==> config.mk <==
export PLATFORM = sky130hd
export DESIGN_NAME = game_flow_sequencer_flat
export DESIGN_NICKNAME = d
export VERILOG_FILES = /design/src/rtl/game_flow_sequencer_pkg.sv /design/src/rtl/game_flow_sequencer_if.sv /design/src/rtl/game_flow_sequencer_sync.sv /design/src/rtl/game_flow_sequencer.sv /design/src/flat_wrapper.sv
export SDC_FILE = /design/constraint.sdc
export NUM_CORES = 1
export LEC_CHECK = 0
export BUFFER_PORTS_ARGS = -buffer_cell sky130_fd_sc_hd__buf_2
export CORE_UTILIZATION = 55
export DETAILED_ROUTE_END_ITERATION = 16
export PLACE_DENSITY = 0.79
export SLEW_MARGIN = 20
export SYNTH_ARGS = -nofsm -noshare
export SYNTH_HDL_FRONTEND = slang
export SYNTH_SLANG_ARGS = --single-unit
export TNS_END_PERCENT = 1
==> constraint.sdc <==
create_clock -name clock -period 2.6 [get_ports clock]
set_input_delay 0.13 -clock clock [delete_from_list [all_inputs] [get_ports clock]]
set_output_delay 0.13 -clock clock [all_outputs]
set_load 0.02 [all_outputs]
==> src/rtl/game_flow_sequencer_pkg.sv <==
// Shared chess game-flow types: FSM states, display modes and side encoding.
package chess_pkg;

  typedef enum logic [2:0] {
    ST_START = 3'd0,
    ST_ARM   = 3'd1,
    ST_WHITE = 3'd2,
    ST_BLACK = 3'd3,
    ST_OVER  = 3'd4
  } state_e;

  localparam logic [1:0] MODE_START   = 2'd0;
  localparam logic [1:0] MODE_BOARD   = 2'd1;
  localparam logic [1:0] MODE_TOP_WIN = 2'd2;
  localparam logic [1:0] MODE_BOT_WIN = 2'd3;

  localparam logic WHITE = 1'b1;
  localparam logic BLACK = 1'b0;

  // White sits at the bottom of the board, black at the top.
  function automatic logic [1:0] win_mode(input logic winner);
    return (winner == WHITE) ? MODE_BOT_WIN : MODE_TOP_WIN;
  endfunction

endpackage

==> src/rtl/game_flow_sequencer_if.sv <==
// Handshake bundle between the game-flow sequencer and its neighbours.
interface game_flow_sequencer_if #(
  parameter int MOVE_WIDTH = 8
);
  logic                  startSwitch;
  logic                  playerTurn;
  logic [1:0]            checkmate;
  logic                  whiteTimeout;
  logic                  blackTimeout;
  logic                  frameEnd;
  logic [1:0]            displayMode;
  logic                  whiteTimerEn;
  logic                  blackTimerEn;
  logic                  timerReload;
  logic                  inputLock;
  logic                  bannerBlink;
  logic [MOVE_WIDTH-1:0] moveCount;

  // Drives the game inputs, observes the sequencer.
  modport master (
    output startSwitch, playerTurn, checkmate, whiteTimeout, blackTimeout, frameEnd,
    input  displayMode, whiteTimerEn, blackTimerEn, timerReload, inputLock,
           bannerBlink, moveCount
  );

  // The sequencer side.
  modport slave (
    input  startSwitch, playerTurn, checkmate, whiteTimeout, blackTimeout, frameEnd,
    output displayMode, whiteTimerEn, blackTimerEn, timerReload, inputLock,
           bannerBlink, moveCount
  );
endinterface

==> src/rtl/game_flow_sequencer_sync.sv <==
// Parameterised multi-flop synchroniser for asynchronous switch/key inputs.
module SyncNbit #(
  parameter int WIDTH  = 1,
  parameter int STAGES = 2
) (
  input  logic             clock,
  input  logic             reset,
  input  logic [WIDTH-1:0] d,
  output logic [WIDTH-1:0] q
);

  logic [STAGES-1:0][WIDTH-1:0] stage_q, stage_d;

  // Shift the raw input one stage deeper each cycle.
  always_comb stage_d = {stage_q[STAGES-2:0], d};

  // Synchroniser flops.
  always_ff @(posedge clock or posedge reset) begin
    if (reset) stage_q <= '0;
    else       stage_q <= stage_d;
  end

  assign q = stage_q[STAGES-1];

endmodule

==> src/rtl/game_flow_sequencer.sv <==
// Game-phase FSM: timer enables/reload, input lock, frame-aligned display mode,
// half-move counter and win-banner blink.
module game_flow_sequencer
  import chess_pkg::*;
#(
  parameter int SYNC_STAGES  = 2,
  parameter int BLINK_FRAMES = 30,
  parameter int MOVE_WIDTH   = 8
) (
  input logic                  clock,
  input logic                  reset,
  game_flow_sequencer_if.slave bus
);

  localparam int BW = (BLINK_FRAMES > 1) ? $clog2(BLINK_FRAMES) : 1;
  localparam logic [BW-1:0] BLINK_LAST = BW'(BLINK_FRAMES - 1);

  logic sw;

  state_e                state_q, state_d;
  logic [1:0]            pend_q, pend_d;
  logic [1:0]            disp_q, disp_d;
  logic                  wen_q, wen_d;
  logic                  ben_q, ben_d;
  logic                  reload_q, reload_d;
  logic                  lock_q, lock_d;
  logic                  blink_q, blink_d;
  logic [BW-1:0]         cnt_q, cnt_d;
  logic [MOVE_WIDTH-1:0] move_q, move_d;

  logic side, mover_to, other_to;

  SyncNbit #(.WIDTH(1), .STAGES(SYNC_STAGES)) u_sw_sync (
    .clock (clock),
    .reset (reset),
    .d     (bus.startSwitch),
    .q     (sw)
  );

  // Next-state, pending mode and registered-output computation.
  always_comb begin
    state_d  = state_q;
    pend_d   = pend_q;
    move_d   = move_q;
    reload_d = 1'b0;
    side     = (state_q == ST_WHITE) ? WHITE : BLACK;
    mover_to = (side == WHITE) ? bus.whiteTimeout : bus.blackTimeout;
    other_to = (side == WHITE) ? bus.blackTimeout : bus.whiteTimeout;

    case (state_q)
      ST_START: if (sw) begin
        state_d  = ST_ARM;
        reload_d = 1'b1;
        move_d   = '0;
        pend_d   = MODE_BOARD;
      end
      ST_ARM: if (bus.frameEnd) state_d = (bus.playerTurn == WHITE) ? ST_WHITE : ST_BLACK;
      ST_WHITE, ST_BLACK: begin
        if (bus.checkmate[0]) begin
          state_d = ST_OVER;
          pend_d  = win_mode(bus.checkmate[1]);
        end else if (mover_to) begin
          state_d = ST_OVER;
          pend_d  = win_mode(~side);
        end else if (other_to) begin
          state_d = ST_OVER;
          pend_d  = win_mode(side);
        end else if (bus.playerTurn != side) begin
          state_d = (bus.playerTurn == WHITE) ? ST_WHITE : ST_BLACK;
          move_d  = (move_q == '1) ? move_q : move_q + MOVE_WIDTH'(1);
        end
      end
      ST_OVER: ;
      default: state_d = ST_START;
    endcase

    // Switching off abandons the game from any phase and wins over everything.
    if (state_q != ST_START && !sw) begin
      state_d = ST_START;
      pend_d  = MODE_START;
    end

    wen_d  = (state_d == ST_WHITE);
    ben_d  = (state_d == ST_BLACK);
    lock_d = !(wen_d || ben_d);

    // Only frame boundaries expose the pending mode, so a frame never mixes content.
    disp_d = bus.frameEnd ? pend_q : disp_q;

    cnt_d   = cnt_q;
    blink_d = blink_q;
    if (state_q != ST_OVER) begin
      cnt_d   = '0;
      blink_d = 1'b1;
    end else if (bus.frameEnd) begin
      if (cnt_q == BLINK_LAST) begin
        cnt_d   = '0;
        blink_d = ~blink_q;
      end else begin
        cnt_d = cnt_q + BW'(1);
      end
    end
  end

  // State and registered outputs.
  always_ff @(posedge clock or posedge reset) begin
    if (reset) begin
      state_q  <= ST_START;
      pend_q   <= MODE_START;
      disp_q   <= MODE_START;
      wen_q    <= 1'b0;
      ben_q    <= 1'b0;
      reload_q <= 1'b0;
      lock_q   <= 1'b1;
      blink_q  <= 1'b1;
      cnt_q    <= '0;
      move_q   <= '0;
    end else begin
      state_q  <= state_d;
      pend_q   <= pend_d;
      disp_q   <= disp_d;
      wen_q    <= wen_d;
      ben_q    <= ben_d;
      reload_q <= reload_d;
      lock_q   <= lock_d;
      blink_q  <= blink_d;
      cnt_q    <= cnt_d;
      move_q   <= move_d;
    end
  end

  assign bus.displayMode  = disp_q;
  assign bus.whiteTimerEn = wen_q;
  assign bus.blackTimerEn = ben_q;
  assign bus.timerReload  = reload_q;
  assign bus.inputLock    = lock_q;
  assign bus.bannerBlink  = blink_q;
  assign bus.moveCount    = move_q;

endmodule

==> src/flat_wrapper.sv <==
// flat-port wrapper written by rule: the top's interface ports become plain ports
module game_flow_sequencer_flat import chess_pkg::*;
#(
  parameter int SYNC_STAGES  = 2,
  parameter int BLINK_FRAMES = 30,
  parameter int MOVE_WIDTH   = 8
)
  (clock, reset, bus_startSwitch, bus_playerTurn, bus_checkmate, bus_whiteTimeout, bus_blackTimeout, bus_frameEnd, bus_displayMode, bus_whiteTimerEn, bus_blackTimerEn, bus_timerReload, bus_inputLock, bus_bannerBlink, bus_moveCount);
  game_flow_sequencer_if #(.MOVE_WIDTH(MOVE_WIDTH)) bus_i ();
  input logic clock;
  input logic reset;
  input wire logic [$bits(bus_i.startSwitch)-1:0] bus_startSwitch;
  input wire logic [$bits(bus_i.playerTurn)-1:0] bus_playerTurn;
  input wire logic [$bits(bus_i.checkmate)-1:0] bus_checkmate;
  input wire logic [$bits(bus_i.whiteTimeout)-1:0] bus_whiteTimeout;
  input wire logic [$bits(bus_i.blackTimeout)-1:0] bus_blackTimeout;
  input wire logic [$bits(bus_i.frameEnd)-1:0] bus_frameEnd;
  output wire logic [$bits(bus_i.displayMode)-1:0] bus_displayMode;
  output wire logic [$bits(bus_i.whiteTimerEn)-1:0] bus_whiteTimerEn;
  output wire logic [$bits(bus_i.blackTimerEn)-1:0] bus_blackTimerEn;
  output wire logic [$bits(bus_i.timerReload)-1:0] bus_timerReload;
  output wire logic [$bits(bus_i.inputLock)-1:0] bus_inputLock;
  output wire logic [$bits(bus_i.bannerBlink)-1:0] bus_bannerBlink;
  output wire logic [$bits(bus_i.moveCount)-1:0] bus_moveCount;
  assign bus_i.startSwitch = bus_startSwitch;
  assign bus_i.playerTurn = bus_playerTurn;
  assign bus_i.checkmate = bus_checkmate;
  assign bus_i.whiteTimeout = bus_whiteTimeout;
  assign bus_i.blackTimeout = bus_blackTimeout;
  assign bus_i.frameEnd = bus_frameEnd;
  assign bus_displayMode = bus_i.displayMode;
  assign bus_whiteTimerEn = bus_i.whiteTimerEn;
  assign bus_blackTimerEn = bus_i.blackTimerEn;
  assign bus_timerReload = bus_i.timerReload;
  assign bus_inputLock = bus_i.inputLock;
  assign bus_bannerBlink = bus_i.bannerBlink;
  assign bus_moveCount = bus_i.moveCount;
  game_flow_sequencer #(.SYNC_STAGES(SYNC_STAGES), .BLINK_FRAMES(BLINK_FRAMES), .MOVE_WIDTH(MOVE_WIDTH)) u_core (.clock(clock), .reset(reset), .bus(bus_i));
endmodule
Word-level counts from Yosys, hierarchy flattened:

Index checks and enable logic that the tools add are counted.

* bits in read-only memories: 0
* latch bits: 0
* input port bits: 9
* bits in registers: 27
* logic and storage cells: 83
* bits in writable memories: 0
* memories kept: 0

* equality and inequality tests: 18
* reductions and logical operators: 14
* magnitude comparators: 0
* bitwise operators: 1
* add/sub/neg operators: 2
* multiply operators: 0
* shift operators: 0
* divide/modulo/power cells: 0
* multiplexer cells: 36

Operators by type and width (number)
* 2-to-1 mux 8 bit: 6
* 2-to-1 mux 3 bit: 7
* case mux 8 bit (2 select lines): 1
* 2-to-1 mux 5 bit: 3
* == test 3 x 2 -> 1 bit (second input constant): 4
* 2-to-1 mux 1 bit: 12
* case mux 3 bit (4 select lines): 1
* 2-to-1 mux 2 bit: 5
* != test 2 bit (second input constant): 5
* adder 8 x 1 -> 8 bit (second input constant): 1
* == test 8 bit (second input constant): 1
* AND reduction 7 bit: 1
* nonzero test 2 bit: 3
* nonzero test 3 bit: 2
* adder 5 x 1 -> 5 bit (second input constant): 1
* == test 5 bit (second input constant): 1
* != test 5 x 2 -> 1 bit (second input constant): 1
* case mux 2 bit (2 select lines): 1
* == test 3 x 1 -> 1 bit (second input constant): 1
* == test 3 bit (second input constant): 1
* logical NOT 3 bit: 1
* != test 3 x 2 -> 1 bit (second input constant): 1
* != test 3 bit (second input constant): 1
* AND reduction 3 bit: 1
* other kinds (8): 9

Depth between registers and ports, before layout:

* depth in word-level cells: 12
* depth in mapped cells: 6

Hierarchy:

Synthesis repeated with hierarchy kept, for this count alone.

* cell total of the unflattened synthesis: 130
* area, all modules: 1326.3 µm²

By module, submodules not included
* game_flow_sequencer: area an instance 1272.5 µm², sequential area each 628.1 µm², cells an instance 127, times used 1
* SyncNbit: area an instance 53.8 µm², sequential area each 50.0 µm², cells an instance 3, times used 1

Worst setup path after synthesis:

No wires, ideal clock.

* path type: register -> register
* from: register u_core.move_q[0], in the netlist u_core.bus.moveCount[0]
* to: register u_core.move_q[4], in the netlist u_core.bus.moveCount[4]
* period minus slack after synthesis: 1666 ps
* setup slack: 934 ps
* stages on the path, launching flop included: 6
* arrival time: 1589 ps
* path buffers: 0
* cell sequence: dfrtp_1 -> ha_1 -> nand3_1 -> o211ai_2 -> or4_1 -> a21oi_1

* longest elaborated chain between the ends: 7

RTL lines
* start: declaration: RTL line game_flow_sequencer.sv:29 `logic [MOVE_WIDTH-1:0] move_q, move_d;`
* start signal: assignment: RTL line game_flow_sequencer.sv:128 `move_q <= move_d;`
* adder 8 x 1 -> 8 bit: RTL line game_flow_sequencer.sv:70 `move_d = (move_q == '1) ? move_q : move_q + MOVE_WIDTH'(1);`
* 2-to-1 mux 8 bit: RTL line game_flow_sequencer.sv:70
* 2-to-1 mux 8 bit: RTL line game_flow_sequencer.sv:68 `end else if (bus.playerTurn != side) begin`
* 2-to-1 mux 8 bit: RTL line game_flow_sequencer.sv:65 `end else if (other_to) begin`
* 2-to-1 mux 8 bit: RTL line game_flow_sequencer.sv:62 `end else if (mover_to) begin`
* 2-to-1 mux 8 bit: RTL line game_flow_sequencer.sv:59 `if (bus.checkmate[0]) begin`
* case mux 8 bit (2 select lines): RTL line game_flow_sequencer.sv:50 `case (state_q)`

Several ways; a longest one is shown, not always the timed one. The select of a mux whose other input is x is not followed.
A chain may end at the register's enable or synchronous reset.

Worst setup path in the final report:

* from: register u_core.state_q[1]
* to: register u_core.move_q[4], in the netlist u_core.bus.moveCount[4]

* longest elaborated chain between the ends: 5

RTL lines
* start: declaration: RTL line game_flow_sequencer.sv:20 `state_e state_q, state_d;`
* start signal: assignment: RTL line game_flow_sequencer.sv:119 `state_q <= state_d;`
* == test 3 x 2 -> 1 bit: RTL line game_flow_sequencer.sv:46, game_flow_sequencer.sv:50
* 2-to-1 mux 1 bit: RTL line game_flow_sequencer.sv:46 `side = (state_q == ST_WHITE) ? WHITE : BLACK;`
* 2-to-1 mux 1 bit, or another cell as far along: RTL line game_flow_sequencer.sv:47 `mover_to = (side == WHITE) ? bus.whiteTimeout : bus.blackTimeout;`
* != test 2 bit (no line) or != test 2 x 1 -> 1 bit (tied branches)
* AND reduction 7 bit (no line)

Several ways; a longest one is shown, not always the timed one.

==> out/qor.yml <==
die_y_um: 51.11
drtAntennaViolNets: 0
cts_made_buffers: 3
io_buffers: 23
drive_gt1_frac: 0.2102
grt_pass1_vias: 1051
total_power_mw: 0.7288
multi_input_area_um2: 593.1
fin_area_um2: 1495
rows: 17
syn_area_um2: 1326
grt_pass1_wl_mm: 4.443
die_x_um: 51.11
drtPass1Iterations: 4
synth_top_area_share: 0.4717
grt_max_degree: 28
yosysTopAreaCell: "dfrtp_1"
drv_slew: 0
ios: 24
dpl_cell_area_um2: 1448
seqCellArea_um2: 678.2
grt_antenna_before_repair: 0
hpwl_mm: 1.873
synth-async-reset-ratio: 1.000
critPathKind: "flip-flop to flip-flop"
num_vias: 1121
cts_setup_buffers: 0
clock_tree.root_cell: "clkbuf_4"
ctsResizeCount: 0
path_max_fanout: 9
syn_area_per_cell_um2: 9.972
viasPerCell: 6.059
hold_viol: 0
clkSlewWorstSetupHoldPaths_ps: 140
holdCritStartpoint: "bus_checkmate[1]"
finalSetupViolations: 0
clk_latency_ps: 320
cp.arrival_ps: 2110
clockBufferDepth: 2
status: "completed"
synthFlopType: "dfrtp_1"
yosysMostFrequentCell: "dfrtp_1"
synth_cell_types: 38
wl_per_cell_um: 13.82
start_util: 0.5938
hold_buffers: 1
fmax_mhz: 536.7
synth_edf_count: 0
grt_overflow: 0
power.density_nw_per_um2: 487.4
post-route-period-util: 0.7166
setup.worst_path.start_class: "flip-flop"
synth_nets: 145
grt_use_total: 0.2285
synth_cells: 133
worst_slew_pin_slew_ps: 879.3
nets: 170
cts_max_level: 1
cts_tree: "yes"
ir_drop_mv: 0.4715
fin_crit_ps: 1863
place_congestion: 0.9586
area_growth_pct: 12.74
synth_common_cells: "dfrtp_1, nand2_1, nor2_1, inv_1, mux2i_1"
numClockSinks: 27
hp-class: "input pin to flip-flop"
insertedDiodeCount: 0
drtIter0Drc: 67
nFillCells: 190
drc: 0
wl_mm: 2.556
required_ps: 2850
max_slew_margin: 0.4102
die_area_um2: 2612
yosysWarnings: 0
max_cap_viol_count: 0
power_leakage_nw: 0.6993
rsz0062_at_grt: "no"
synthTopCellsByArea: "dfrtp_1, mux2i_1, nand2_1, dfstp_2, nor2_1"
fin_tns_setup_ps: 0
r2r-start: "u_core.state_q[1]"
synth_seq_cells: 27
synth-seq-area-share: 0.5113
startpoint: "u_core.state_q[1]"
core_um2: 2233
cp-end-kind: "flip-flop"
final.setup_skew_ps: 6.721
## state kept, by name, indices dropped and copies added, names as in the netlist
signal                    count
u_core.bus.timerReload        1
u_core.bus.inputLock          1
u_core.bus.whiteTimerEn       1
u_core.bus.moveCount          8
u_core.pend_q                 2
u_core.bus.blackTimerEn       1
u_core.u_sw_sync.stage_d      1
u_core.cnt_q                  5
u_core.bus.displayMode        2
u_core.u_sw_sync.q            1
u_core.state_q                3
u_core.bus.bannerBlink        1
## cells in the final DEF (no fill, tap or decap), types with 3 or more instances in the layout
| master | count |
|---|---|
| nand2_1 | 16 |
| nor2b_1 | 4 |
| or4_1 | 3 |
| ha_1 | 3 |
| o31ai_1 | 4 |
| dfrtp_1 | 25 |
| mux2i_1 | 7 |
| o21ai_0 | 5 |
| nor2_1 | 12 |
| a21oi_1 | 6 |
| clkbuf_4 | 3 |
| nor3_1 | 5 |
| inv_1 | 6 |
| buf_2 | 23 |
| nand3_1 | 4 |
## critical path, cell delays in order (launching register included)
cell      delay [ps]
dfrtp_1          500
nor2b_1          330
o211ai_2         250
or4_1            530
a21oi_1          180
## metal layers
layer | global-route usage | part of all wire | vias up | wire (µm)
met3 | 0.02679 | 0.043 | 4 | 109
met5 | 0 | 0 | - | 0
met4 | 0.09259 | 0.0094 | 0 | 24
li1 | - | - | 528 | -
met1 | 0.2835 | 0.42 | 552 | 1073
met2 | 0.4013 | 0.53 | 37 | 1348
## stage by stage
stage	utilization	worst slack [ps]	std cells	hold slack, ps
global route	0.6695	548.0	185	146.3
CTS	0.6650	786.8	184	25.62
global placement	0.6482	908.8	179	240.1
finish	0.6695	736.7	185	136.6
detailed placement	0.6482	842.6	179	244.3
floorplan	-	934.1	133	161.4
## power by group
part	switching, mW	total (mW)	leakage (nW)	internal (mW)
combinational	0.0601	0.0984	0.326	0.0383
clock	0.117	0.174	0.0177	0.0576
sequential	0.0160	0.456	0.356	0.440
total	0.193	0.729	0.699	0.536
## cell type report
| class | instances | area share |
|---|---|---|
| sequential | 27 | 0.4536 |
| multi-input combinational | 94 | 0.3967 |
| timing repair buffer | 25 | 0.09038 |
| tap | 28 | 0.02343 |
| inverter | 7 | 0.01757 |
| clock buffer | 3 | 0.01506 |
| clock inverter | 1 | 0.003347 |
## worst paths after layout
path	end	slack [ps]	depth (start not counted)
hold / removal	u_core.pend_q[0]	140	3
hold reg to reg	u_core.u_sw_sync.q	370	0
min in group asynchronous	u_core.pend_q[0]	410	3
setup / recovery	u_core.bus.moveCount[4]	740	4
max in group asynchronous	u_core.bus.moveCount[6]	1780	3
setup reg to reg	u_core.bus.moveCount[4]	740	4
## cells by family after synthesis
group / after synthesis / share of synthesized area
AOI/OAI and AO/OA: 25 / 0.1283
xor gates and xnor gates: 2 / 0.01321
buffers and inverters: 12 / 0.04151
adders and majority gates: 3 / 0.02830
DFF: 27 / 0.5113
muxes: 9 / 0.06981
and+or+nand+nor: 55 / 0.2076
(Power assumes the default switching activity.)
